--- config.mk ---
export PLATFORM = sky130hd
export DESIGN_NAME = pipe_issue_ctrl
export DESIGN_NICKNAME = d
export VERILOG_FILES = /design/src/rtl/pipe_pkg.sv /design/src/rtl/pipe_issue_fifo.sv /design/src/rtl/pipe_issue_ctrl.sv
export SDC_FILE = /design/constraint.sdc
export NUM_CORES = 1
export LEC_CHECK = 0
export CORE_UTILIZATION = 50
export DETAILED_ROUTE_END_ITERATION = 10
export GPL_ROUTABILITY_DRIVEN = 0
export HOLD_SLACK_MARGIN = 0.06
export PLACE_DENSITY = 0.72
export SLEW_MARGIN = 20
export SYNTH_ARGS = -nofsm -noshare
export SYNTH_HDL_FRONTEND = slang
export SYNTH_SLANG_ARGS = --single-unit
--- constraint.sdc ---
create_clock -name clk1 -period 6.2 [get_ports clk1]
set_input_delay 0.93 -clock clk1 [delete_from_list [all_inputs] [get_ports clk1]]
set_output_delay 0.93 -clock clk1 [all_outputs]
set_load 0.1 [all_outputs]
--- src/rtl/pipe_pkg.sv ---
// Shared types and constants for the pipe datapath and its issue controller.
package pipe_pkg;

    localparam int REG_AW = 4;
    localparam int ADDR_W = 8;
    localparam int FUNC_W = 2;

    localparam logic [FUNC_W-1:0] FN_ADD = 2'b00;
    localparam logic [FUNC_W-1:0] FN_SUB = 2'b01;
    localparam logic [FUNC_W-1:0] FN_MUL = 2'b10;
    localparam logic [FUNC_W-1:0] FN_MOV = 2'b11;

    typedef struct packed {
        logic [REG_AW-1:0] rs1;
        logic [REG_AW-1:0] rs2;
        logic [REG_AW-1:0] rd;
        logic [FUNC_W-1:0] func;
        logic [ADDR_W-1:0] addr;
    } instr_t;

    typedef enum logic [1:0] {
        ST_IDLE = 2'd0,
        ST_RUN  = 2'd1,
        ST_HAZ  = 2'd2
    } state_e;

endpackage

--- src/rtl/pipe_issue_fifo.sv ---
// Instruction FIFO for the issue controller: QDEPTH entries, head visible combinationally.
module pipe_issue_fifo
    import pipe_pkg::*;
#(
    parameter int QDEPTH = 4
) (
    input  logic   clk1,
    input  logic   rst,
    input  logic   push,
    input  logic   pop,
    input  logic   flush,
    input  instr_t wr_data,
    output instr_t head,
    output logic   full,
    output logic   empty
);

    localparam int AW = $clog2(QDEPTH);
    localparam logic [AW:0] DEPTH = (AW+1)'(QDEPTH);

    instr_t        mem_q [QDEPTH];
    logic [AW-1:0] wr_ptr_q, wr_ptr_d;
    logic [AW-1:0] rd_ptr_q, rd_ptr_d;
    logic [AW:0]   count_q, count_d;

    always_comb begin
        wr_ptr_d = wr_ptr_q;
        rd_ptr_d = rd_ptr_q;
        count_d  = count_q;
        if (flush) begin
            wr_ptr_d = '0;
            rd_ptr_d = '0;
            count_d  = '0;
        end else begin
            if (push) wr_ptr_d = wr_ptr_q + 1'b1;
            if (pop)  rd_ptr_d = rd_ptr_q + 1'b1;
            if (push && !pop)      count_d = count_q + 1'b1;
            else if (pop && !push) count_d = count_q - 1'b1;
        end
    end

    always_ff @(posedge clk1) begin
        if (rst) begin
            wr_ptr_q <= '0;
            rd_ptr_q <= '0;
            count_q  <= '0;
        end else begin
            wr_ptr_q <= wr_ptr_d;
            rd_ptr_q <= rd_ptr_d;
            count_q  <= count_d;
        end
    end

    // NOTE: storage is deliberately not reset; pointers and count alone decide which entries are live.
    always_ff @(posedge clk1) begin
        if (push && !flush) mem_q[wr_ptr_q] <= wr_data;
    end

    assign head  = mem_q[rd_ptr_q];
    assign full  = (count_q == DEPTH);
    assign empty = (count_q == '0);

endmodule

--- src/rtl/pipe_issue_ctrl.sv ---
// Issue controller for the 4-stage pipe: FIFO buffering, RAW scoreboard, bubble insertion.
// Define PIPE_ISSUE_BYPASS_EN when pipe forwards the stage-2 result (only scoreboard entry 0 blocks).
module pipe_issue_ctrl
    import pipe_pkg::*;
#(
    parameter int QDEPTH   = 4,
    parameter int WB_STAGE = 3,
    parameter int CNT_W    = 16
) (
    input  logic              clk1,
    input  logic              rst,
    input  logic              in_valid,
    output logic              in_ready,
    input  logic [REG_AW-1:0] in_rs1,
    input  logic [REG_AW-1:0] in_rs2,
    input  logic [REG_AW-1:0] in_rd,
    input  logic [FUNC_W-1:0] in_func,
    input  logic [ADDR_W-1:0] in_addr,
    input  logic              flush,
    output logic              iss_valid,
    output logic [REG_AW-1:0] iss_rs1,
    output logic [REG_AW-1:0] iss_rs2,
    output logic [REG_AW-1:0] iss_rd,
    output logic [FUNC_W-1:0] iss_func,
    output logic [ADDR_W-1:0] iss_addr,
    output logic              busy,
    output logic [CNT_W-1:0]  stall_cnt
);

    localparam int SB_N = WB_STAGE - 1;
`ifdef PIPE_ISSUE_BYPASS_EN
    localparam int SB_CHK = 1;
`else
    localparam int SB_CHK = SB_N;
`endif

    instr_t                      in_instr, head;
    instr_t                      iss_q, iss_d;
    logic                        iss_valid_q, iss_valid_d;
    logic                        full, empty, push, hazard, issue;
    logic [SB_N-1:0]             sb_v_q, sb_v_d;
    logic [SB_N-1:0][REG_AW-1:0] sb_rd_q, sb_rd_d;
    state_e                      state_q, state_d;
    logic [CNT_W-1:0]            stall_cnt_q, stall_cnt_d;

    assign in_instr = '{rs1: in_rs1, rs2: in_rs2, rd: in_rd, func: in_func, addr: in_addr};
    assign in_ready = !rst && !full && !flush;
    assign push     = in_valid && in_ready;

    pipe_issue_fifo #(.QDEPTH(QDEPTH)) u_fifo (
        .clk1    (clk1),
        .rst     (rst),
        .push    (push),
        .pop     (issue),
        .flush   (flush),
        .wr_data (in_instr),
        .head    (head),
        .full    (full),
        .empty   (empty)
    );

    // Only in-flight producers block; the head never compares against its own rd.
    always_comb begin
        hazard = 1'b0;
        for (int k = 0; k < SB_CHK; k++) begin
            if (sb_v_q[k] && (sb_rd_q[k] == head.rs1 || sb_rd_q[k] == head.rs2)) hazard = 1'b1;
        end
        hazard = hazard && !empty;
    end

    assign issue = !empty && !hazard && !flush;

    always_comb begin
        iss_valid_d = issue;
        iss_d       = issue ? head : iss_q;
        sb_v_d      = sb_v_q;
        sb_rd_d     = sb_rd_q;
        sb_v_d[0]   = issue;
        sb_rd_d[0]  = iss_d.rd;
        for (int k = 1; k < SB_N; k++) begin
            sb_v_d[k]  = sb_v_q[k-1];
            sb_rd_d[k] = sb_rd_q[k-1];
        end

        if (flush || empty) state_d = ST_IDLE;
        else if (hazard)    state_d = ST_HAZ;
        else                state_d = ST_RUN;

        // HAZ marks a cycle whose bubble was caused by a hazard; it is counted as that cycle ends.
        stall_cnt_d = stall_cnt_q;
        if (state_q == ST_HAZ && stall_cnt_q != '1) stall_cnt_d = stall_cnt_q + 1'b1;
    end

    always_ff @(posedge clk1) begin
        if (rst) begin
            iss_valid_q <= 1'b0;
            iss_q       <= '0;
            sb_v_q      <= '0;
            sb_rd_q     <= '0;
            state_q     <= ST_IDLE;
            stall_cnt_q <= '0;
        end else begin
            iss_valid_q <= iss_valid_d;
            iss_q       <= iss_d;
            sb_v_q      <= sb_v_d;
            sb_rd_q     <= sb_rd_d;
            state_q     <= state_d;
            stall_cnt_q <= stall_cnt_d;
        end
    end

    assign iss_valid = iss_valid_q;
    assign iss_rs1   = iss_q.rs1;
    assign iss_rs2   = iss_q.rs2;
    assign iss_rd    = iss_q.rd;
    assign iss_func  = iss_q.func;
    assign iss_addr  = iss_q.addr;
    assign busy      = !empty || (|sb_v_q);
    assign stall_cnt = stall_cnt_q;

endmodule

==> run_results.csv, run 1 <==
group,metric,value,unit
timing,maxSlewHeadroom,0.309,
synthesis,netlist_area,5760,um^2
place,io_buffers,66,
clocking,clock-root-buffer,"clkbuf_16",
setup_path,cp.arrival,4.62,ns
clocking,clk_latency,0.42,ns
clocking,cts.path.max_buffers,2,
setup_path,slowest_delay,1.00,ns
final_layout,drive_gt1_frac,0.151,
drt,drc,0,
drt,wirelength,11300,um
timing,final.setup.tns,0,ns
worst_hold_path,whs_path_depth,2,
clocking,htreeDepth,4,
floorplanning,start_util,0.522,
global_routing,gr-total-overflow,0,
synthesis,synthXorXnorAreaFrac,0.0487,
job,maxCapViolations,0,
worst_hold_path,hp-start,"iss_addr[7]",
synthesis,synthSimpleGateAreaFrac,0.0982,
final_layout,fin_nets,496,
final_layout,finish.utilization,0.641,
drt,vias_per_cell,5.63,
timing,rsz0062_at_grt,"no",
floorplanning,die_h,109,um
floorplanning,io_pins,67,
global_routing,grt_pass1_vias,3416,
global_routing,grt_max_degree,38,
worst_hold_path,min_to,"iss_addr[7]",
synthesis,yosys_warnings,0,
setup_path,path_max_fanout,22,
setup_path,worstReg2RegEnd,"u_fifo.count_q[2]",
setup_path,r2r_slack,1.93,ns
setup_path,ff2ff_path_depth,11,
global_routing,grt_pass1_wl,17900,um
timing,post-route-period-util,0.688,
final_layout,diodes,0,
synthesis,synth_top_area_frac,0.459,
clocking,clk_pin_slew_worst_paths,0.07,ns
synthesis,synth_top_family_by_area,"simple AND/OR/NAND/NOR gates",
place,place_hpwl,7410,um
synthesis,synth_nets,435,
worst_hold_path,worstHoldPathType,"register to register",
timing,tightest_slew,1.04,ns
drt,wl_per_cell,18.4,um
synthesis,synthAdderAreaFrac,0.0165,
global_routing,antenna_found_initial,0,
final_layout,final_common_cell,"edfxtp_1",
timing,max_freq,234,MHz
timing,fin_skew,0.0107,ns
final_layout,fillers,808,
setup_path,critPathTopFamily,"flip-flops",
drt,vias,3471,
floorplanning,die_area,11900,um^2
synthesis,ys_seq_area_frac,0.650,
timing,hold_viol,0,
clocking,numCtsBuffers,17,
synthesis,synth-seq-cells,143,
clocking,cts.sinks,143,
synthesis,muxShareOfSynthArea,0.0976,
setup_path,crit_path_end_kind,"register",
setup_path,crit_buf_inv,1,
synthesis,syn_inst,402,
floorplanning,rows,38,
synthesis,synth.avg_cell_area,14.3,um^2
clocking,tritoncts,"done",
power,vdd_drop_max,0.231,mV
synthesis,synth_compound_area_frac,0.0571,
floorplanning,die_w,109,um
run_status,status,"complete, no violations",
drt,firstDrtPassIters,4,
setup_path,worst_path_most_repeated_cell,"xor2_1",
power,p_leak,2.39,nW
synthesis,yosysTopAreaCell,"edfxtp_1",
setup_path,timing_worst_setup_path_type,"register to register",
final_layout,final_cell_mix,"edfxtp_1 (88), clkdlybuf4s50_1 (65), dfxtp_1 (55)",
drt,ant_nets,0,
timing,setup_viol,0,
clocking,cts_setup_buffers,0,
synthesis,synth_area_leaders,"edfxtp_1 (46%), dfxtp_1 (19%), mux4_2 (7.0%)",
clocking,cts_resized,0,
setup_path,worstPathRequired,6.55,ns
setup_path,cpMaxStageDelayCell,"dfxtp_1",
final_layout,syn_to_final_growth,22.7,%
synthesis,yosysUniqueCellTypes,40,
clocking,cts_hold_buffers,0,
setup_path,start_kind,"register",
drt,drt_iter0_markers,343,
global_routing,groute.usage.overall,0.208,
floorplanning,core_area,11000,um^2
setup_path,path_cells,"mux4_2 > xor2_1 > nor4_2 > o21ai_1 > nand3_2 > ha_1 > inv_1 > fa_1 > xor2_1 > or3_1 > a21oi_1",
power,p_per_area,313,nW/um^2
timing,report.final.slew_viol_count,0,
timing,final.min_clock_period,4.27,ns
-- metrics by stage --
step	cells	hold WS (ns)	area (um^2)	power, mW	worst slack, ns
after CTS	616	0.474	7070	2.22	2.00
after floorplan	402	0.453	5760	1.17	1.38
after detailed placement	584	0.466	6470	1.22	2.04
final	616	0.475	7070	2.21	1.93
after global placement	583	0.460	6450	1.22	2.17
after global routing	616	0.496	7070	2.28	1.68
-- layer usage --
metal / global-route usage / share of wire / vias to the layer above / wire length [um]
met2: 0.341 / 0.50 / 102 / 5650
met5: 0 / 0 / - / 0
li1: - / - / 1644 / -
met4: 0.0714 / 0.0092 / 0 / 104
met1: 0.266 / 0.43 / 1712 / 4900
met3: 0.0605 / 0.057 / 13 / 649
-- worst min-delay path: cells and delay by family (launching register included) --
| kind | cells | cell delay (ns) |
|---|---|---|
| AOI/OAI and AO/OA | 2 | 0.12 |
| DFF | 1 | 0.31 |
-- flip-flops by register name, indices dropped and copies added (netlist names), 3 cells and up, named ones only --
| name | count |
|---|---|
| iss_addr | 8 |
| u_fifo.mem_q | 88 |
| iss_rs1 | 4 |
| sb_rd_d | 4 |
| u_fifo.count_q | 3 |
| iss_rs2 | 4 |
| sb_rd_q | 4 |
| stall_cnt | 16 |
-- cell usage after synthesis --
library cell / count
a211oi_1: 1
a21o_1: 1
a21oi_1: 15
a31o_1: 1
a31o_2: 7
and2_1: 2
and3_1: 4
buf_2: 5
buf_4: 8
buf_6: 2
clkbuf_1: 12
dfxtp_1: 55
edfxtp_1: 88
fa_1: 1
ha_1: 6
inv_1: 8
mux2_2: 1
mux2i_1: 4
mux4_1: 4
mux4_2: 18
nand2_1: 21
nand2b_1: 1
nand3_1: 5
nand3_2: 1
nand4_1: 13
nor2_1: 28
nor2b_1: 5
nor3_1: 5
nor4_1: 10
nor4_2: 3
o21a_1: 1
o21a_2: 1
o21ai_0: 6
o21ai_1: 2
o31ai_1: 15
or2_2: 2
or3_1: 6
or4_1: 2
xnor2_1: 7
xor2_1: 25
-- cells by family after synthesis --
family / after synthesis
multiplexers: 27
AO/OA/AOI/OAI: 50
adder cells (fa/ha/maj): 7
buffers and inverters: 35
flip-flops: 143
AND/OR/NAND/NOR: 108
XOR/XNOR: 32
-- worst max path at each step --
stage                        endpoint  cells after the start  startpoint
floorplan           u_fifo.count_q[2]                     12         rst
global placement    u_fifo.count_q[2]                     11    register
detailed placement  u_fifo.count_q[2]                     11    register
CTS                 u_fifo.count_q[2]                     11    register
global route        u_fifo.count_q[2]                     11    register
finish              u_fifo.count_q[2]                     11    register
-- area by class of cell --
class / count / area (um^2) / area share
Tap cell: 140 / 175 / 0.0248
Clock inverter: 15 / 169 / 0.0239
Multi-Input combinational cell: 224 / 1840 / 0.260
Clock buffer: 17 / 425 / 0.0602
Timing Repair Buffer: 69 / 688 / 0.0974
Sequential cell: 143 / 3740 / 0.530
Inverter: 8 / 30.0 / 0.00425
-- report_power, final --
part | switching (mW) | internal (mW) | leakage, nW
logic | 0.113 | 0.0540 | 0.855
clock network | 0.436 | 0.575 | 0.295
registers | 0.00930 | 1.02 | 1.24
Note: power is estimated with default switching activity, not from simulation.
==> run 2, diff against run 1 <==
Settings changed: PLACE_DENSITY 0.72 to 0.75.
Clock period 6.2 ns to 3.6 ns, I/O delays scaled along.
==> run 2 against run 1 <==
  * Power is 72% higher
  * Critical path depth stayed put
  * Combinational power is 75% higher
  * Flip-flop and latch count stayed put
  * Worst setup slack worse by 1.7 ns
  * First-iteration DRC count is 45% lower
  * Critical endpoint unchanged
  * Largest power group unchanged
==> run_results.csv, run 2 (synthesized netlist as in run 1, its figures left out) <==
group,metric,value,unit
run_status,status,"complete, no violations",
power,seq_power_share,0.467,
clocking,cts.path.max_buffers,2,
clocking,tritoncts,"done",
place,io_buffers,66,
clocking,cts_resized,0,
place,dp_cells,594,
timing,report.final.slew_viol_count,0,
power,sw_frac_of_total,0.228,
drt,vias,3542,
final_layout,seq_area,3740,um^2
final_layout,diodes,0,
drt,ant_nets,0,
clocking,cts_hold_buffers,0,
clocking,clock-root-buffer,"clkbuf_16",
timing,max_freq,295,MHz
global_routing,groute.usage.overall,0.209,
global_routing,gr-total-overflow,0,
final_layout,final_cell_mix,"edfxtp_1 (88), clkdlybuf4s50_1 (65), dfxtp_1 (55)",
final_layout,final_common_cell,"edfxtp_1",
setup_path,r2r_slack,0.21,ns
clocking,numCtsBuffers,17,
setup_path,path_max_fanout,7,
global_routing,grt_pass1_wl,18100,um
timing,final.setup.tns,0,ns
setup_path,crit_buf_inv,1,
setup_path,start_kind,"register",
setup_path,crit_path_end_kind,"register",
clocking,clk_latency,0.42,ns
clocking,htreeDepth,4,
drt,wirelength,11400,um
floorplanning,rows,38,
floorplanning,die_area,11900,um^2
setup_path,slowest_delay,0.69,ns
floorplanning,die_w,109,um
final_layout,regMostFlops,"u_fifo.mem_q",
final_layout,fin_area,7150,um^2
drt,wl_per_cell,18.2,um
final_layout,largest_reg_flops,88,
timing,final.min_clock_period,3.39,ns
power,p_leak,2.43,nW
setup_path,timing_worst_setup_path_type,"register to register",
power,vdd_drop_max,0.396,mV
timing,fin_skew,0.00671,ns
place,place_hpwl,7480,um
setup_path,worst_path_most_repeated_cell,"xor2_1",
drt,firstDrtPassIters,5,
final_layout,stdcell_count,626,
global_routing,grt_max_degree,37,
timing,post-route-period-util,0.942,
drt,vias_per_cell,5.66,
power,comb_power_share,0.077,
final_layout,drive_gt1_frac,0.156,
floorplanning,start_util,0.522,
global_routing,antenna_found_initial,0,
timing,postLayoutSetupSlackWorst,0.209,ns
clocking,cts_setup_buffers,0,
timing,maxSlewHeadroom,0.318,
timing,hold_viol,0,
final_layout,fillers,819,
setup_path,critPathTopFamily,"simple AND/OR/NAND/NOR gates",
final_layout,fin_nets,506,
place,preCtsSetupSlack,0.260,ns
clocking,cts.sinks,143,
final_layout,syn_to_final_growth,24.3,%
setup_path,cp.arrival,3.73,ns
timing,tightest_slew,1.02,ns
setup_path,path_cells,"mux4_1 > xor2_1 > nor4_1 > o21ai_1 > nand3_2 > ha_1 > inv_1 > fa_1 > xor2_1 > or3_1 > a21oi_1",
worst_hold_path,hp-start,"iss_addr[4]",
worst_hold_path,worstHoldPathType,"register to register",
worst_hold_path,min_to,"iss_addr[4]",
setup_path,worstPathRequired,3.94,ns
setup_path,worstReg2RegEnd,"u_fifo.count_q[2]",
final_layout,multi_input_area,1840,um^2
place,place_area,6560,um^2
worst_hold_path,whs_path_depth,2,
timing,rsz0062_at_grt,"no",
clocking,clk_pin_slew_worst_paths,0.06,ns
floorplanning,core_area,11000,um^2
power,p_clk_frac,0.456,
floorplanning,die_h,109,um
setup_path,ff2ff_path_depth,11,
drt,drc,0,
floorplanning,io_pins,67,
job,maxCapViolations,0,
power,p_per_area,533,nW/um^2
power,p_switching,0.868,mW
global_routing,grt_pass1_vias,3509,
timing,setup_viol,0,
drt,drt_iter0_markers,188,
setup_path,cpMaxStageDelayCell,"mux4_1",
power,p_int,2.94,mW
-- run 2: power by group through the flow --
stage               sequential [mW]  clock (mW)  combinational [mW]
finish                         1.78        1.74               0.293
global route                   1.78        1.84               0.309
CTS                            1.78        1.77               0.294
detailed placement             1.81           0               0.292
global placement               1.81           0               0.286
floorplan                      1.88           0               0.136
-- run 2: worst max-delay path by stage --
stage	startpoint	slack (ns)	cells after the start	end
2_1_floorplan	rst	0.20	12	u_fifo.count_q[2]
3_3_place_gp	register	0.36	11	u_fifo.count_q[2]
3_5_place_dp	register	0.26	11	u_fifo.count_q[2]
4_1_cts	register	0.21	11	u_fifo.count_q[2]
5_1_grt	register	0.09	11	u_fifo.count_q[2]
6_report	register	0.21	11	u_fifo.count_q[2]
-- run 2: cell type report --
cell class              count  area share
clock buffers              17      0.0595
clock inverters            15      0.0236
inverters                   8     0.00420
multi-input cells         224       0.258
flip-flops and latches    143       0.523
well taps                 140      0.0245
repair buffers             79       0.107
-- run 2: metal layers --
layer,up-vias,wire length (um),GRT usage
met4,0,196,0.0895
met1,1746,5100,0.278
met5,-,0,0
met2,117,5410,0.321
li1,1662,-,-
met3,17,647,0.0599
-- run 2: worst reg2reg max path, stage by stage (launching register included) --
cell	delay (ns)
dfxtp_1	0.53
mux4_1	0.70
xor2_1	0.19
nor4_1	0.41
o21ai_1	0.18
nand3_2	0.11
ha_1	0.18
inv_1	0.06
fa_1	0.37
xor2_1	0.16
or3_1	0.30
a21oi_1	0.14
-- run 2: metrics by stage --
stage	power [mW]	hold WS (ns)	util
after floorplan	2.01	0.453	-
after global placement	2.10	0.461	0.595
after detailed placement	2.11	0.467	0.595
after CTS	3.84	0.475	0.649
after global routing	3.93	0.493	0.649
final	3.81	0.473	0.649
